--- config.mk ---
export PLATFORM = sky130hd
export DESIGN_NAME = dds_cmd_parser
export DESIGN_NICKNAME = d
export VERILOG_FILES = /design/src/rtl/dds_pkg.sv /design/src/rtl/dds_cmd_check.sv /design/src/rtl/dds_cmd_parser.sv
export SDC_FILE = /design/constraint.sdc
export NUM_CORES = 1
export LEC_CHECK = 0
export CAP_MARGIN = 25
export CORE_ASPECT_RATIO = 1.2
export CORE_MARGIN = 4
export CORE_UTILIZATION = 48
export DETAILED_ROUTE_END_ITERATION = 6
export GPL_ROUTABILITY_DRIVEN = 0
export PLACE_DENSITY = 0.76
export SETUP_SLACK_MARGIN = 0.15
export SLEW_MARGIN = 15
export SYNTH_ARGS = -nofsm -noshare
export SYNTH_HDL_FRONTEND = slang
export SYNTH_SLANG_ARGS = --single-unit
export TNS_END_PERCENT = 10
--- constraint.sdc ---
create_clock -name i_clk -period 5.6 [get_ports i_clk]
set_input_delay 0.56 -clock i_clk [delete_from_list [all_inputs] [get_ports i_clk]]
set_output_delay 0.56 -clock i_clk [all_outputs]
set_load 0.005 [all_outputs]
--- src/rtl/dds_pkg.sv ---
// Shared constants, range table and FSM encoding for the DDS command parser.
package dds_pkg;

    // Frame framing bytes and broadcast channel index
    localparam logic [7:0] C_HEAD1    = 8'h55;
    localparam logic [7:0] C_HEAD2    = 8'hAA;
    localparam logic [7:0] C_CH_BCAST = 8'hFF;

    // Parameter IDs
    localparam logic [2:0] C_ID_RUN    = 3'd0;
    localparam logic [2:0] C_ID_TYPE   = 3'd1;
    localparam logic [2:0] C_ID_FRQ    = 3'd2;
    localparam logic [2:0] C_ID_AMP    = 3'd3;
    localparam logic [2:0] C_ID_P2P    = 3'd4;
    localparam logic [2:0] C_ID_OFFSET = 3'd5;
    localparam logic [2:0] C_ID_PHASE  = 3'd6;
    localparam logic [2:0] C_ID_DUTY   = 3'd7;

    // Inclusive upper limits per field
    localparam logic [15:0] C_LIM_RUN    = 16'd1;
    localparam logic [15:0] C_LIM_TYPE   = 16'd7;
    localparam logic [15:0] C_LIM_FRQ    = 16'd50000;
    localparam logic [15:0] C_LIM_AMP    = 16'd3000;
    localparam logic [15:0] C_LIM_P2P    = 16'd6000;
    localparam logic [15:0] C_LIM_OFFSET = 16'd6000;
    localparam logic [15:0] C_LIM_PHASE  = 16'd3600;
    localparam logic [15:0] C_LIM_DUTY   = 16'd1000;

    // Error codes
    localparam logic [2:0] C_ERR_NONE    = 3'd0;
    localparam logic [2:0] C_ERR_CS      = 3'd1;
    localparam logic [2:0] C_ERR_CH      = 3'd2;
    localparam logic [2:0] C_ERR_ID      = 3'd3;
    localparam logic [2:0] C_ERR_RANGE   = 3'd4;
    localparam logic [2:0] C_ERR_TRUNC   = 3'd5;
    localparam logic [2:0] C_ERR_TIMEOUT = 3'd6;

    typedef enum logic [2:0] {
        S_HEAD1,
        S_HEAD2,
        S_CH,
        S_ID,
        S_VH,
        S_VL,
        S_CS
    } state_t;

    // Range limit lookup for a (valid) parameter ID
    function automatic logic [15:0] f_limit(input logic [2:0] id);
        logic [15:0] lim;
        case (id)
            C_ID_RUN:    lim = C_LIM_RUN;
            C_ID_TYPE:   lim = C_LIM_TYPE;
            C_ID_FRQ:    lim = C_LIM_FRQ;
            C_ID_AMP:    lim = C_LIM_AMP;
            C_ID_P2P:    lim = C_LIM_P2P;
            C_ID_OFFSET: lim = C_LIM_OFFSET;
            C_ID_PHASE:  lim = C_LIM_PHASE;
            default:     lim = C_LIM_DUTY;
        endcase
        return lim;
    endfunction

endpackage

--- src/rtl/dds_cmd_check.sv ---
// Combinational frame validation: checksum, channel, ID and value range.
module dds_cmd_check
    import dds_pkg::*;
#(
    parameter int unsigned P_CH_NUM = 2
) (
    input  logic [7:0]          i_ch,
    input  logic [7:0]          i_id,
    input  logic [15:0]         i_val,
    input  logic [7:0]          i_cs,
    output logic                o_ok,
    output logic [2:0]          o_err_code,
    output logic [P_CH_NUM-1:0] o_ch_mask
);

    logic [7:0] w_sum;
    logic       w_bcast;
    logic       w_ch_ok;
    logic       w_id_ok;
    logic       w_range_ok;

    assign w_sum      = i_ch + i_id + i_val[15:8] + i_val[7:0];
    assign w_bcast    = (i_ch == C_CH_BCAST);
    assign w_ch_ok    = w_bcast || (32'(i_ch) < P_CH_NUM);
    assign w_id_ok    = (i_id < 8'd8);
    assign w_range_ok = (i_val <= f_limit(i_id[2:0]));

    // Channel one-hot, or all ones for broadcast
    always_comb begin
        o_ch_mask = '0;
        if (w_bcast) begin
            o_ch_mask = '1;
        end else begin
            for (int i = 0; i < int'(P_CH_NUM); i++) begin
                if (i_ch == 8'(i)) o_ch_mask[i] = 1'b1;
            end
        end
    end

    // First failing check wins
    always_comb begin
        o_err_code = C_ERR_NONE;
        if (w_sum != i_cs)     o_err_code = C_ERR_CS;
        else if (!w_ch_ok)     o_err_code = C_ERR_CH;
        else if (!w_id_ok)     o_err_code = C_ERR_ID;
        else if (!w_range_ok)  o_err_code = C_ERR_RANGE;
        o_ok = (o_err_code == C_ERR_NONE);
    end

endmodule

--- src/rtl/dds_cmd_parser.sv ---
// Byte-stream parser for 7-byte DDS command frames; emits per-channel parameter writes.
module dds_cmd_parser
    import dds_pkg::*;
#(
    parameter int unsigned P_CH_NUM  = 2,
    parameter int unsigned P_TIMEOUT = 1024
) (
    input  logic                i_clk,
    input  logic                i_rst,
    input  logic [7:0]          i_rx_data,
    input  logic                i_rx_valid,
    input  logic                i_rx_last,
    output logic                o_dds_run,
    output logic [2:0]          o_dds_type,
    output logic [15:0]         o_dds_frq,
    output logic [11:0]         o_dds_amp,
    output logic [12:0]         o_dds_p2p,
    output logic [12:0]         o_dds_offset,
    output logic [11:0]         o_dds_phase,
    output logic [9:0]          o_dds_duty,
    output logic [P_CH_NUM-1:0] o_run_vld,
    output logic [P_CH_NUM-1:0] o_type_vld,
    output logic [P_CH_NUM-1:0] o_frq_vld,
    output logic [P_CH_NUM-1:0] o_amp_vld,
    output logic [P_CH_NUM-1:0] o_p2p_vld,
    output logic [P_CH_NUM-1:0] o_offset_vld,
    output logic [P_CH_NUM-1:0] o_phase_vld,
    output logic [P_CH_NUM-1:0] o_duty_vld,
    output logic                o_err,
    output logic [2:0]          o_err_code,
    output logic [15:0]         o_ok_cnt,
    output logic [15:0]         o_err_cnt
);

    localparam int unsigned L_TW = $clog2(P_TIMEOUT + 1);
    localparam logic [L_TW-1:0] L_TO_LAST = L_TW'(P_TIMEOUT - 1);

    state_t r_state, w_state_d;
    logic [7:0]  r_ch, r_id, r_vh, r_vl;
    logic [L_TW-1:0] r_idle;

    logic w_done, w_trunc, w_timeout;
    logic w_ok;
    logic [2:0] w_chk_code;
    logic [P_CH_NUM-1:0] w_mask;
    logic [15:0] w_val;

    logic                          r_run;
    logic [2:0]                    r_type;
    logic [15:0]                   r_frq;
    logic [11:0]                   r_amp;
    logic [12:0]                   r_p2p;
    logic [12:0]                   r_offset;
    logic [11:0]                   r_phase;
    logic [9:0]                    r_duty;
    logic [7:0][P_CH_NUM-1:0]      r_vld;
    logic                          r_err;
    logic [2:0]                    r_err_code;
    logic [15:0]                   r_ok_cnt;
    logic [15:0]                   r_err_cnt;

    assign w_val = {r_vh, r_vl};

    // The CS byte is checked live, so the result lands one cycle after it
    dds_cmd_check #(
        .P_CH_NUM (P_CH_NUM)
    ) u_check (
        .i_ch       (r_ch),
        .i_id       (r_id),
        .i_val      (w_val),
        .i_cs       (i_rx_data),
        .o_ok       (w_ok),
        .o_err_code (w_chk_code),
        .o_ch_mask  (w_mask)
    );

    // State register
    always_ff @(posedge i_clk or posedge i_rst) begin
        if (i_rst) r_state <= S_HEAD1;
        else       r_state <= w_state_d;
    end

    // Next state plus frame-done / abort events; a byte beats a timeout
    always_comb begin
        w_state_d = r_state;
        w_done    = 1'b0;
        w_trunc   = 1'b0;
        w_timeout = 1'b0;
        if (i_rx_valid) begin
            case (r_state)
                S_HEAD1: if (i_rx_data == C_HEAD1) w_state_d = S_HEAD2;
                S_HEAD2: begin
                    if (i_rx_last) begin
                        w_trunc   = 1'b1;
                        w_state_d = S_HEAD1;
                    end else if (i_rx_data == C_HEAD2) begin
                        w_state_d = S_CH;
                    end else if (i_rx_data != C_HEAD1) begin
                        w_state_d = S_HEAD1;
                    end
                end
                S_CH, S_ID, S_VH, S_VL: begin
                    if (i_rx_last) begin
                        w_trunc   = 1'b1;
                        w_state_d = S_HEAD1;
                    end else begin
                        case (r_state)
                            S_CH:    w_state_d = S_ID;
                            S_ID:    w_state_d = S_VH;
                            S_VH:    w_state_d = S_VL;
                            default: w_state_d = S_CS;
                        endcase
                    end
                end
                S_CS: begin
                    w_done    = 1'b1;
                    w_state_d = S_HEAD1;
                end
                default: w_state_d = S_HEAD1;
            endcase
        end else if (r_state != S_HEAD1 && r_idle == L_TO_LAST) begin
            w_timeout = 1'b1;
            w_state_d = S_HEAD1;
        end
    end

    // Field capture and inter-byte idle counter
    always_ff @(posedge i_clk or posedge i_rst) begin
        if (i_rst) begin
            r_ch   <= '0;
            r_id   <= '0;
            r_vh   <= '0;
            r_vl   <= '0;
            r_idle <= '0;
        end else begin
            if (i_rx_valid) begin
                case (r_state)
                    S_CH:    r_ch <= i_rx_data;
                    S_ID:    r_id <= i_rx_data;
                    S_VH:    r_vh <= i_rx_data;
                    S_VL:    r_vl <= i_rx_data;
                    default: ;
                endcase
            end
            if (i_rx_valid || w_state_d == S_HEAD1) r_idle <= '0;
            else                                    r_idle <= r_idle + 1'b1;
        end
    end

    // Registered write strobes, value buses, error reporting and counters
    always_ff @(posedge i_clk or posedge i_rst) begin
        if (i_rst) begin
            r_run      <= '0;
            r_type     <= '0;
            r_frq      <= '0;
            r_amp      <= '0;
            r_p2p      <= '0;
            r_offset   <= '0;
            r_phase    <= '0;
            r_duty     <= '0;
            r_vld      <= '0;
            r_err      <= 1'b0;
            r_err_code <= '0;
            r_ok_cnt   <= '0;
            r_err_cnt  <= '0;
        end else begin
            r_vld <= '0;
            r_err <= 1'b0;
            if (w_done && w_ok) begin
                r_vld[r_id[2:0]] <= w_mask;
                case (r_id[2:0])
                    C_ID_RUN:    r_run    <= w_val[0];
                    C_ID_TYPE:   r_type   <= w_val[2:0];
                    C_ID_FRQ:    r_frq    <= w_val;
                    C_ID_AMP:    r_amp    <= w_val[11:0];
                    C_ID_P2P:    r_p2p    <= w_val[12:0];
                    C_ID_OFFSET: r_offset <= w_val[12:0];
                    C_ID_PHASE:  r_phase  <= w_val[11:0];
                    default:     r_duty   <= w_val[9:0];
                endcase
                if (r_ok_cnt != 16'hFFFF) r_ok_cnt <= r_ok_cnt + 16'd1;
            end else if (w_done || w_trunc || w_timeout) begin
                r_err <= 1'b1;
                if (w_done)       r_err_code <= w_chk_code;
                else if (w_trunc) r_err_code <= C_ERR_TRUNC;
                else              r_err_code <= C_ERR_TIMEOUT;
                if (r_err_cnt != 16'hFFFF) r_err_cnt <= r_err_cnt + 16'd1;
            end
        end
    end

    assign o_dds_run    = r_run;
    assign o_dds_type   = r_type;
    assign o_dds_frq    = r_frq;
    assign o_dds_amp    = r_amp;
    assign o_dds_p2p    = r_p2p;
    assign o_dds_offset = r_offset;
    assign o_dds_phase  = r_phase;
    assign o_dds_duty   = r_duty;
    assign o_run_vld    = r_vld[C_ID_RUN];
    assign o_type_vld   = r_vld[C_ID_TYPE];
    assign o_frq_vld    = r_vld[C_ID_FRQ];
    assign o_amp_vld    = r_vld[C_ID_AMP];
    assign o_p2p_vld    = r_vld[C_ID_P2P];
    assign o_offset_vld = r_vld[C_ID_OFFSET];
    assign o_phase_vld  = r_vld[C_ID_PHASE];
    assign o_duty_vld   = r_vld[C_ID_DUTY];
    assign o_err        = r_err;
    assign o_err_code   = r_err_code;
    assign o_ok_cnt     = r_ok_cnt;
    assign o_err_cnt    = r_err_cnt;

endmodule

==> run summary <==
most used standard cell by instance count after synthesis = dfrtp_1
vias in the first global route = 6294
area share of the largest cell type after synthesis = 52.80%
CTS tree = yes
buffers added on ports = 143
Nets = 881
Core Area = 17050 um2
Critical Path End Type = flop
Final WS setup = 741.6 ps
DRC violations left = 0
Commonest cells post-synth = dfrtp_1, mux2_2, nor2_1, nand2_1, inv_1
CP Max Fanout = 15
number of flops mapped to enable cells by yosys = 0
first-pass GRT wire length = 33250 um
outcome = completed
die height = 153.2 um
share of cells above drive strength 1 = 18.74%
Slew headroom = 32.30%
fin crit period = 4858 ps
Overall Power = 2.832 mW
full die area = 19770 um2
routed len/inst = 19.46 um
WP data required = 5920 ps
Hold Violations, Final = 0
Syn Area/Cell = 12.32 um2
syn nets = 736
DRT antenna net count = 0
CP Launch Type = flop
pre-CTS setup slack = 791.4 ps
clk_skew = 11.37 ps
initial antenna violation count = 0
drt total wl = 20610 um
P&R area growth vs syn = 26.84%
largest net degree at the start of global routing = 73
#FFs+latches synth = 178
chip width = 129.0 um
Distinct cells, synth = 59
DRT Pass-1 Iters = 4
Max IR drop VDD = 0.1949 mV
main flop type after synthesis = dfrtp_1
Worst Min Path Start = r_idle[0]$_DFF_PP0_
CTS sink cnt = 178
Max Slew Vio Count = 0
Area contributors post-synth = dfrtp_1, mux2_2, ha_1, fa_1, xnor2_1
post-synthesis async set-or-reset flop share = 100.0%
RR Startpoint = r_id[1]$_DFFE_PP0P_
sequential area share after synthesis = 52.80%
kind of critical path = reg2reg
Via Count = 5953
Worst Tran Pin Value = 1001 ps
cts repair resizes = 0
ant diodes = 0
area leader, netlist = dfrtp_1
final setup TNS = 0 ps
pwr dens = 264.6 nW/um2
cts hold-fix bufs = 0
Hold Crit Class = reg2reg
# fillers = 1351
clock-pin slew on the worst setup and hold paths = 80 ps
max-cap viol count = 0
Max clock buf depth = 2
placed instance count = 1027
total gr overflow = 0
Rows = 52
non-filler cells, final = 1059
Leak Pwr = 4.954 nW
# H-tree levels = 4
Final Core Density = 62.78%
CTS Buf Count = 17
Vias/cell = 5.621
crit path launch = r_id[1]$_DFFE_PP0P_
Syn Inst Count = 685
Worst Path Arrival = 5180 ps
Starting Density = 49.49%
Tot GR Track Use = 21.51%
number of setup buffers added after CTS = 0
initial drt markers = 326
post-DP HPWL = 14810 um
Final period util = 86.76%
endpoints failing setup = 0
Fmax achieved = 205.8 MHz
I/O pin count = 144
placed cell area = 10090 um2
worst hold slack = 467.5 ps
RSZ-0062 raised after global routing = false
clock latency on the worst-skew pair = 440 ps
synth warn = 0
Netlist Area Pre-Place = 8437 um2
CTS root buf = clkbuf_16
Design Area, Final = 10700 um2
==> critical path, stage by stage (launching register included) <==
cell       delay (ps)
dfrtp_1           570
fa_1              580
inv_1              60
fa_1              500
inv_1              40
ha_1              220
fa_1              510
xnor2_1           120
nand4_1           110
a21oi_1           180
o2111ai_1         190
a2111oi_4         590
nand2_1           610
mux2_2            460
==> where the power goes <==
part	internal (mW)	total [mW]	switching, mW
registers	1.31	1.35	0.0427
logic	0.124	0.264	0.140
clock network	0.645	1.21	0.570
total	2.08	2.83	0.753
==> state kept, by name, summed over array words and instances (netlist names), 3 cells and up <==
name / flops
o_ok_cnt: 16
r_ch: 8
r_id: 8
r_idle: 11
o_err_code: 3
r_vl: 8
o_dds_duty: 10
o_dds_phase: 12
r_state: 3
o_dds_amp: 12
o_dds_offset: 13
o_err_cnt: 16
r_vh: 8
o_dds_p2p: 13
o_dds_frq: 16
o_dds_type: 3
==> per-layer routing <==
metal	part of all wire, %	GRT usage (%)	vias up	routed length (um)
li1	-	-	2732	-
met1	40	26.08	3045	8302
met2	53	37.28	139	10890
met3	4.4	5.305	37	906
met4	2.4	7.154	0	503
met5	0	0	-	0
==> layout by cell type (no fill, tap or decap), drive strengths merged, types with 2 or more instances in the layout <==
master / instances
or2: 4
clkdlybuf4s50: 143
o21a: 2
clkinv: 4
or3: 3
and4: 2
nor3: 21
nor2: 46
o21ai: 16
and2: 7
buf: 4
xor2: 21
nor4: 5
nand2b: 3
nand3b: 2
and3: 7
xnor3: 3
nand4b: 3
fa: 14
nand4: 21
clkbuf: 17
a211oi: 2
a21oi: 15
ha: 25
a21boi: 2
nor3b: 3
mux2: 113
clkinvlp: 2
nand3: 22
o22a: 2
dfrtp: 178
nor4b: 3
a21o: 2
nand2: 34
nor2b: 4
nor4bb: 4
xnor2: 26
o2111ai: 2
or4: 4
inv: 35
==> area by class of cell <==
type	count	area (um2)	share of cell area (%)
Timing Repair Buffer	147	1461	13.66
Clock inverter	15	190.2	1.777
Sequential cell	178	4454	41.62
Tap cell	216	270.3	2.525
Multi-Input combinational cell	459	3794	35.45
Inverter	27	106.4	0.9938
Clock buffer	17	425.4	3.975
==> kinds of logic after synthesis <==
logic type	count (synthesis)	share of synthesized area, %
simple gates	199	12.46
flops	178	52.80
mux	114	15.20
compound gates	57	4.598
xor+xnor	50	5.680
buf+inv	48	2.239
fa+ha+maj	39	7.030
==> path summary, 6_finish.rpt <==
kind	to	slack, ps	cells after the start
worst min register to register	r_idle[0]$_DFF_PP0_	470	1
max in group asynchronous	r_state[2]$_DFF_PP0_	3870	3
min in group asynchronous	o_dds_p2p[10]$_DFFE_PP0P_	520	2
worst max register to register	o_dds_p2p[8]$_DFFE_PP0P_	740	13
worst max-delay path	o_dds_p2p[8]$_DFFE_PP0P_	740	13
worst min-delay path	r_idle[0]$_DFF_PP0_	470	1
(Power assumes the default switching activity.)
